<file path="src/rtl/hamming_fitness.sv">
// Serial Hamming-distance fitness responder for the GA engine handshake.
// Optional build macro HAMMING_FITNESS_MASK_EN adds a per-bit don't-care mask input.
module hamming_fitness #(
   parameter int unsigned IndividualWidth = 64,
   parameter int unsigned ChunkWidth      = 8,
   parameter int unsigned ErrorWidth      = $clog2(IndividualWidth + 1)
) (
   input  logic                       clk,
   input  logic                       rst,
   input  logic                       start,
   input  logic [IndividualWidth-1:0] individual,
   input  logic [IndividualWidth-1:0] objetive,
`ifdef HAMMING_FITNESS_MASK_EN
   input  logic [IndividualWidth-1:0] mask,
`endif
   output logic                       finish,
   output logic [ErrorWidth-1:0]      error,
   output logic                       busy
);

   localparam int unsigned NumChunks = IndividualWidth / ChunkWidth;
   localparam int unsigned CntWidth  = (NumChunks > 1) ? $clog2(NumChunks) : 1;
   localparam int unsigned AccWidth  = ErrorWidth + 1;
   localparam int unsigned PopWidth  = $clog2(ChunkWidth + 1);
   localparam logic [AccWidth-1:0] ErrMax = {1'b0, {ErrorWidth{1'b1}}};
   localparam logic [CntWidth-1:0] LastCnt = CntWidth'(NumChunks - 1);

   typedef enum logic [1:0] {
      S_IDLE = 2'd0,
      S_RUN  = 2'd1,
      S_DONE = 2'd2
   } state_t;

   state_t                     r_state;
   logic [IndividualWidth-1:0] r_ind;
   logic [IndividualWidth-1:0] r_tgt;
`ifdef HAMMING_FITNESS_MASK_EN
   logic [IndividualWidth-1:0] r_mask;
`endif
   logic [AccWidth-1:0]        r_acc;
   logic [CntWidth-1:0]        r_cnt;
   logic [ChunkWidth-1:0]      w_chunk;
   logic [PopWidth-1:0]        w_pop;
   logic [ErrorWidth-1:0]      w_err_sat;

   // Mismatch bits of the chunk currently at the bottom of the shift registers
`ifdef HAMMING_FITNESS_MASK_EN
   assign w_chunk = (r_ind[ChunkWidth-1:0] ^ r_tgt[ChunkWidth-1:0]) & r_mask[ChunkWidth-1:0];
`else
   assign w_chunk = r_ind[ChunkWidth-1:0] ^ r_tgt[ChunkWidth-1:0];
`endif

   always_comb begin
      w_pop = '0;
      for (int i = 0; i < int'(ChunkWidth); i++) begin
         w_pop = w_pop + PopWidth'(w_chunk[i]);
      end
   end

   // Saturation only bites when ErrorWidth is overridden narrower than needed
   assign w_err_sat = (r_acc > ErrMax) ? ErrorWidth'(ErrMax) : r_acc[ErrorWidth-1:0];

   always_ff @(posedge clk or negedge rst) begin
      if (!rst) begin
         r_state <= S_IDLE;
         r_ind   <= '0;
         r_tgt   <= '0;
`ifdef HAMMING_FITNESS_MASK_EN
         r_mask  <= '0;
`endif
         r_acc   <= '0;
         r_cnt   <= '0;
         finish  <= 1'b0;
         error   <= '0;
         busy    <= 1'b0;
      end else begin
         finish <= 1'b0;
         unique case (r_state)
            S_IDLE: begin
               if (start) begin
                  r_ind   <= individual;
                  r_tgt   <= objetive;
`ifdef HAMMING_FITNESS_MASK_EN
                  r_mask  <= mask;
`endif
                  r_acc   <= '0;
                  r_cnt   <= '0;
                  busy    <= 1'b1;
                  r_state <= S_RUN;
               end
            end
            S_RUN: begin
               r_acc <= r_acc + AccWidth'(w_pop);
               r_ind <= r_ind >> ChunkWidth;
               r_tgt <= r_tgt >> ChunkWidth;
`ifdef HAMMING_FITNESS_MASK_EN
               r_mask <= r_mask >> ChunkWidth;
`endif
               r_cnt <= r_cnt + CntWidth'(1);
               if (r_cnt == LastCnt) begin
                  r_state <= S_DONE;
               end
            end
            S_DONE: begin
               error   <= w_err_sat;
               finish  <= 1'b1;
               busy    <= 1'b0;
               r_state <= S_IDLE;
            end
            default: begin
               busy    <= 1'b0;
               r_state <= S_IDLE;
            end
         endcase
      end
   end

endmodule

</file>
<file path="config.mk">
export PLATFORM = sky130hd
export DESIGN_NAME = hamming_fitness
export DESIGN_NICKNAME = d
export VERILOG_FILES = /design/src/rtl/hamming_fitness.sv
export SDC_FILE = /design/constraint.sdc
export NUM_CORES = 1
export LEC_CHECK = 0
export ABC_AREA = 1
export CORE_MARGIN = 4
export CORE_UTILIZATION = 35
export CTS_CLUSTER_DIAMETER = 200
export DETAILED_ROUTE_END_ITERATION = 10
export GPL_TIMING_DRIVEN = 1
export PLACE_DENSITY = 0.6
export SYNTH_ARGS = -nofsm -noshare
export SYNTH_HDL_FRONTEND = slang
export SYNTH_SLANG_ARGS = --single-unit
</file>
<file path="constraint.sdc">
create_clock -name clk -period 4.6 [get_ports clk]
set_input_delay 0.92 -clock clk [delete_from_list [all_inputs] [get_ports clk]]
set_output_delay 0.92 -clock clk [all_outputs]
set_load 0.01 [all_outputs]
</file>
# Yosys cells after proc, flatten, opt, wreduce, memory -nomap -nowiden
# Index checks and enable logic that the tools add are counted.
[word_totals] output_inout_bits=9 in_bits=131 ff_bits=150
[classes] n_addsub=9 order_cmp=1 bitwise=2 eq_ne=5 reduce_logical=5 mux=15
[op_table] op="case mux 64 bit (2 select lines)" n=2
[op_table] op="2-to-1 mux 64 bit" n=2
[op_table] op="adder 4 x 1 -> 4 bit" n=4
[op_table] op="case mux 8 bit (2 select lines)" n=1
[op_table] op="adder 8 x 4 -> 8 bit" n=1
[op_table] op="> comparator 8 x 7 -> 1 bit, second input constant" n=1
[op_table] op="2-to-1 mux 8 bit" n=1
[op_table] op="bitwise XOR 8 bit" n=1
[op_table] op="2-to-1 mux 7 bit" n=1
[op_table] op="case mux 3 bit (2 select lines)" n=1
[op_table] op="AND reduction 2 bit" n=3
[op_table] op="adder 3 x 1 -> 4 bit" n=1
[op_table] op="2-to-1 mux 2 bit" n=2
[op_table] op="!= test 2 bit, second input constant" n=2
[op_table] op="case mux 2 bit (2 select lines)" n=1
[op_table] op="adder 2 x 1 -> 3 bit" n=1
[op_table] op="adder 3 x 1 -> 3 bit, second input constant" n=1
[op_table] op="equality test 3 bit, second input constant" n=1
[op_table] op="2-to-1 mux 3 bit" n=1
[op_table] op="adder 1 x 1 -> 2 bit" n=1
[op_table] op="equality test 2 x 1 -> 1 bit, second input constant" n=1
[op_table] op="equality test 2 bit, second input constant" n=1
[op_table] op="zero test 2 bit" n=1
[op_table] op="2-to-1 mux 1 bit" n=2
[op_table] op="other kinds (3)" n=3

# Logic depth before layout (Yosys ltp)
[logic_depth] depth_word=10 mapped_depth=16 depth_no_buf=16

# Worst setup path after synthesis
# Ideal clock, no wire load.
[synth_path] path_type="reg2reg" start="reg r_tgt[0]" end="reg r_acc[4]" setup_ns=0.120 t_required_ns=4.480 t_arrival_ns=3.278 path_buffers=0 path_slack_ns=1.202 stages_incl_launch_ff=17 period_less_slack_ns=3.398 path_cell_list="dfrtp_1 xor2_1 fa_1 fa_1 inv_1 fa_1 inv_1 fa_1 inv_1 fa_1 inv_1 nand3_1 nand3_1 nand2_1 o21ai_0 o21ai_0 inv_1"
[synth_via] elab_chain_len=10
[synth_rtl] item="from (decl)" line_no="36" source="logic [IndividualWidth-1:0] r_tgt;"
[synth_rtl] item="from (signal assigned)" line_no="82" source="r_tgt <= objetive;"
[synth_rtl] item="from (signal assigned)" line_no="95" source="r_tgt <= r_tgt >> ChunkWidth;"
[synth_rtl] item="bitwise XOR 8 bit" line_no="50" source="assign w_chunk = r_ind[ChunkWidth-1:0] ^ r_tgt[ChunkWidth-1:0];"
[synth_rtl] item="adder 1 x 1 -> 2 bit" line_no="56" source="w_pop = w_pop + PopWidth'(w_chunk[i]);"
[synth_rtl] item="adder 2 x 1 -> 3 bit" line_no="56"
[synth_rtl] item="adder 3 x 1 -> 4 bit" line_no="56"
[synth_rtl] item="adder 4 x 1 -> 4 bit (4 in a row)" line_no="56"
[synth_rtl] item="adder 8 x 4 -> 8 bit" line_no="93" source="r_acc <= r_acc + AccWidth'(w_pop);"
[synth_rtl] item="case mux 8 bit (2 select lines)" line_no="78" source="unique case (r_state)"
[synth_rtl] item="to (signal assigned)" line_no="93"
[synth_rtl] item="to (decl)" line_no="40" source="logic [AccWidth-1:0] r_acc;"
# Every way passes these cells.
# A chain may end at the register's enable or synchronous reset.

# Worst setup path in the final report
# Ends and elaborated chain as after synthesis.

==> impl_metrics.yaml <==
floorplan:
  coreArea_sq_mm: 0.0188
  rows: 50
  die-area_sq_mm: 0.0215
  initial_utilization: 0.358
  pin_count: 140
  die_w_um: 146
  die-height_um: 146
global_routing:
  grt_pass1_wl_mm: 28.7
  antenna_found_initial: 0
  grt_max_degree: 104
  grt_overflow_total: 0
  grt_use_total: 0.167
  grt_pass1_vias: 5505
yosys:
  syn_area_sq_mm: 0.00671
  yosysTopAreaCell: "dfrtp_1"
  synth-warning-count: 0
  synth_edf_count: 0
  async_flop_share: 1.00
  synthCells: 739
  ys_types: 26
  synth_most_common_cell: "nand2_1"
  yosys.area.top_type_share: 0.559
  synth_commonest_cells: "nand2_1, dfrtp_1, inv_1"
  ys_ff_latch: 150
  synth_nets: 883
  synthTopCellsByArea: "dfrtp_1, nand2_1, o221ai_1, inv_1, o21ai_0"
  ys_seq_area_frac: 0.559
  synthFlopType: "dfrtp_1"
  avgSynthCellArea_sq_um: 9.08
place:
  dp_hpwl_mm: 11.5
  gp_congestion: 0.807
  numPortBuffers: 139
timing:
  rsz0062_at_grt: "false"
  clock-skew-final_ns: 0.00893
  hold_viol: 0
  worstMarginPinSlew_ns: 1.19
  setup_tns_ns: 0
  fmax_mhz: 280
  period_needed_ns: 3.57
  fin_crit_sh: 0.777
  setup_viol: 0
  slew_violations: 0
  timing.hold.ws_ns: 0.472
  max_slew_margin: 0.206
power:
  power.switching_uw: 2450
  internal_power_uw: 3760
  p_leak_uw: 0.00389
  pwr-share-clk: 0.213
  combPwrFrac: 0.439
  seq_power_share: 0.348
  switching_share: 0.394
  power_density_mw_per_mm2: 704
  ir_drop_mv: 0.341
drt:
  drc: 0
  wl_met3_um: 758
  vias: 5348
  drtAntennaViolNets: 0
  drt_iter0_drc: 287
  avgViaCountPerCell: 4.84
  routedWlPerCell_um: 15.8
  routed_wl_mm: 17.5
  met2_length_mm: 8.02
  routed.top_layer: "met4"
  drt-pass1-iter-count: 4
  wl_met1_mm: 8.49
min_path:
  hold_class: "register to register"
  min_path_cells: 2
setup_path:
  max_stage_delay_ns: 0.55
  startpoint_type: "register"
  critPathBufInv: 5
  cp_cell_sequence: "xor2_1 -> fa_1 -> fa_1 -> inv_1 -> fa_1 -> inv_1 -> fa_1 -> inv_1 -> fa_1 -> inv_1 -> nand3_1 -> nand3_1 -> nand2_1 -> o21ai_0 -> o21ai_0 -> inv_1"
  crit_cells: 16
  arrival_ns: 3.89
  cp-end-kind: "register"
  crit_family: "adder cells"
  worstPathRequired_ns: 4.91
  path_max_fanout: 2
  slowest_stage: "fa_1"
  reg2regPathDepth: 16
  path_class: "register to register"
final_layout:
  nets: 1001
  drive_gt1_frac: 0.0506
  nFillCells: 1827
  area_delta_synth_final_pct: 31.6
  antenna_cells: 0
clocking:
  cts_setup_buffers: 0
  clk_pin_slew_worst_paths_ns: 0.07
  cts_sinks: 150
  cts.hold.buffers_added: 0
  clock_latency_ns: 0.43
  root_buffer: "clkbuf_16"
  cts_tree: "yes"
  ctsResizeCount: 0
  numCtsBuffers: 17
  cts_max_level: 4
  cts_buffer_depth: 2
flow_run:
  maxCapViolCount: 0
status:
  status: "finished, final reports clean"
-- layout by cell type (no fill, tap or decap), types with 3 or more instances in the layout --
cell type / instances
buf_4: 4
clkinvlp_4: 6
a22o_1: 4
o22ai_1: 5
inv_1: 86
nor2_1: 54
inv_6: 3
dfrtp_1: 150
nand3_1: 12
ha_1: 8
fa_1: 5
clkdlybuf4s50_1: 138
o221ai_1: 51
o21ai_0: 62
nand2_1: 191
clkinv_2: 3
o211ai_1: 21
a21oi_1: 8
a22oi_1: 3
o21ai_1: 16
xor2_1: 7
clkbuf_16: 17
-- final cells by class --
| type | count | area (sq um) | share of cell area |
|---|---|---|---|
| multi-input combinational | 454 | 2430 | 0.275 |
| inverter | 89 | 335 | 0.0380 |
| clock inverter | 14 | 129 | 0.0146 |
| sequential | 150 | 3750 | 0.425 |
| timing repair buffer | 145 | 1460 | 0.166 |
| tap | 234 | 293 | 0.0331 |
| clock buffer | 18 | 429 | 0.0486 |
-- power by group through the flow --
stage / sequential (uW) / combinational [uW] / clock [uW]
after global placement: 2170 / 2710 / 0
final: 2160 / 2730 / 1320
after floorplan: 2130 / 2020 / 0
after CTS: 2160 / 2790 / 1360
after detailed placement: 2180 / 2770 / 0
after global routing: 2220 / 3180 / 1420
-- cell families after synthesis --
kind of cell	after synthesis	share of synthesized area
compound gates	170	0.167
simple gates	262	0.152
xor+xnor	9	0.0117
buf+inv	135	0.0803
flops	150	0.559
fa+ha+maj	13	0.0298
-- sequential cells by signal, summed over array words and instances, names as in the netlist --
signal / cells
r_cnt: 3
r_acc: 8
busy: 1
r_tgt: 64
error: 7
r_ind: 64
finish: 1
r_state: 2
-- metal layers --
| layer | GRT usage | vias up |
|---|---|---|
| met5 | 0 | - |
| met4 | 0.0470 | 0 |
| met3 | 0.0416 | 12 |
| met2 | 0.257 | 109 |
| met1 | 0.235 | 2545 |
| li1 | - | 2682 |
-- worst register-to-register path, stage by stage (launching register included) --
cell	delay, ns
dfrtp_1	0.38
xor2_1	0.20
fa_1	0.47
fa_1	0.55
inv_1	0.06
fa_1	0.52
inv_1	0.05
fa_1	0.43
inv_1	0.08
fa_1	0.21
inv_1	0.06
nand3_1	0.06
nand3_1	0.09
nand2_1	0.08
o21ai_0	0.08
o21ai_0	0.08
inv_1	0.06
-- stage by stage --
step | utilization | total power, uW | worst slack [ns] | instances | cell area, sq um
after global placement | 0.441 | 4880 | 1.05 | 1072 | 8270
final | 0.471 | 6210 | 1.03 | 1104 | 8830
after floorplan | - | 4150 | 1.20 | 739 | 6710
after detailed placement | 0.441 | 4950 | 1.03 | 1072 | 8270
after global routing | 0.471 | 6820 | 0.804 | 1104 | 8830
after CTS | 0.471 | 6310 | 1.02 | 1104 | 8830
-- final timing paths --
kind / from / endpoint / slack, ns
worst max-delay path: r_tgt[0] / r_acc[4] / 1.03
worst min-delay path: r_ind[57] / r_ind[57] / 0.47
worst max register to register: r_tgt[0] / r_acc[4] / 1.03
worst min register to register: r_ind[57] / r_ind[57] / 0.47
max in group asynchronous: rst / r_acc[2] / 3.19
min in group asynchronous: rst / r_tgt[33] / 0.56
Power figures use the tool's default switching activity.
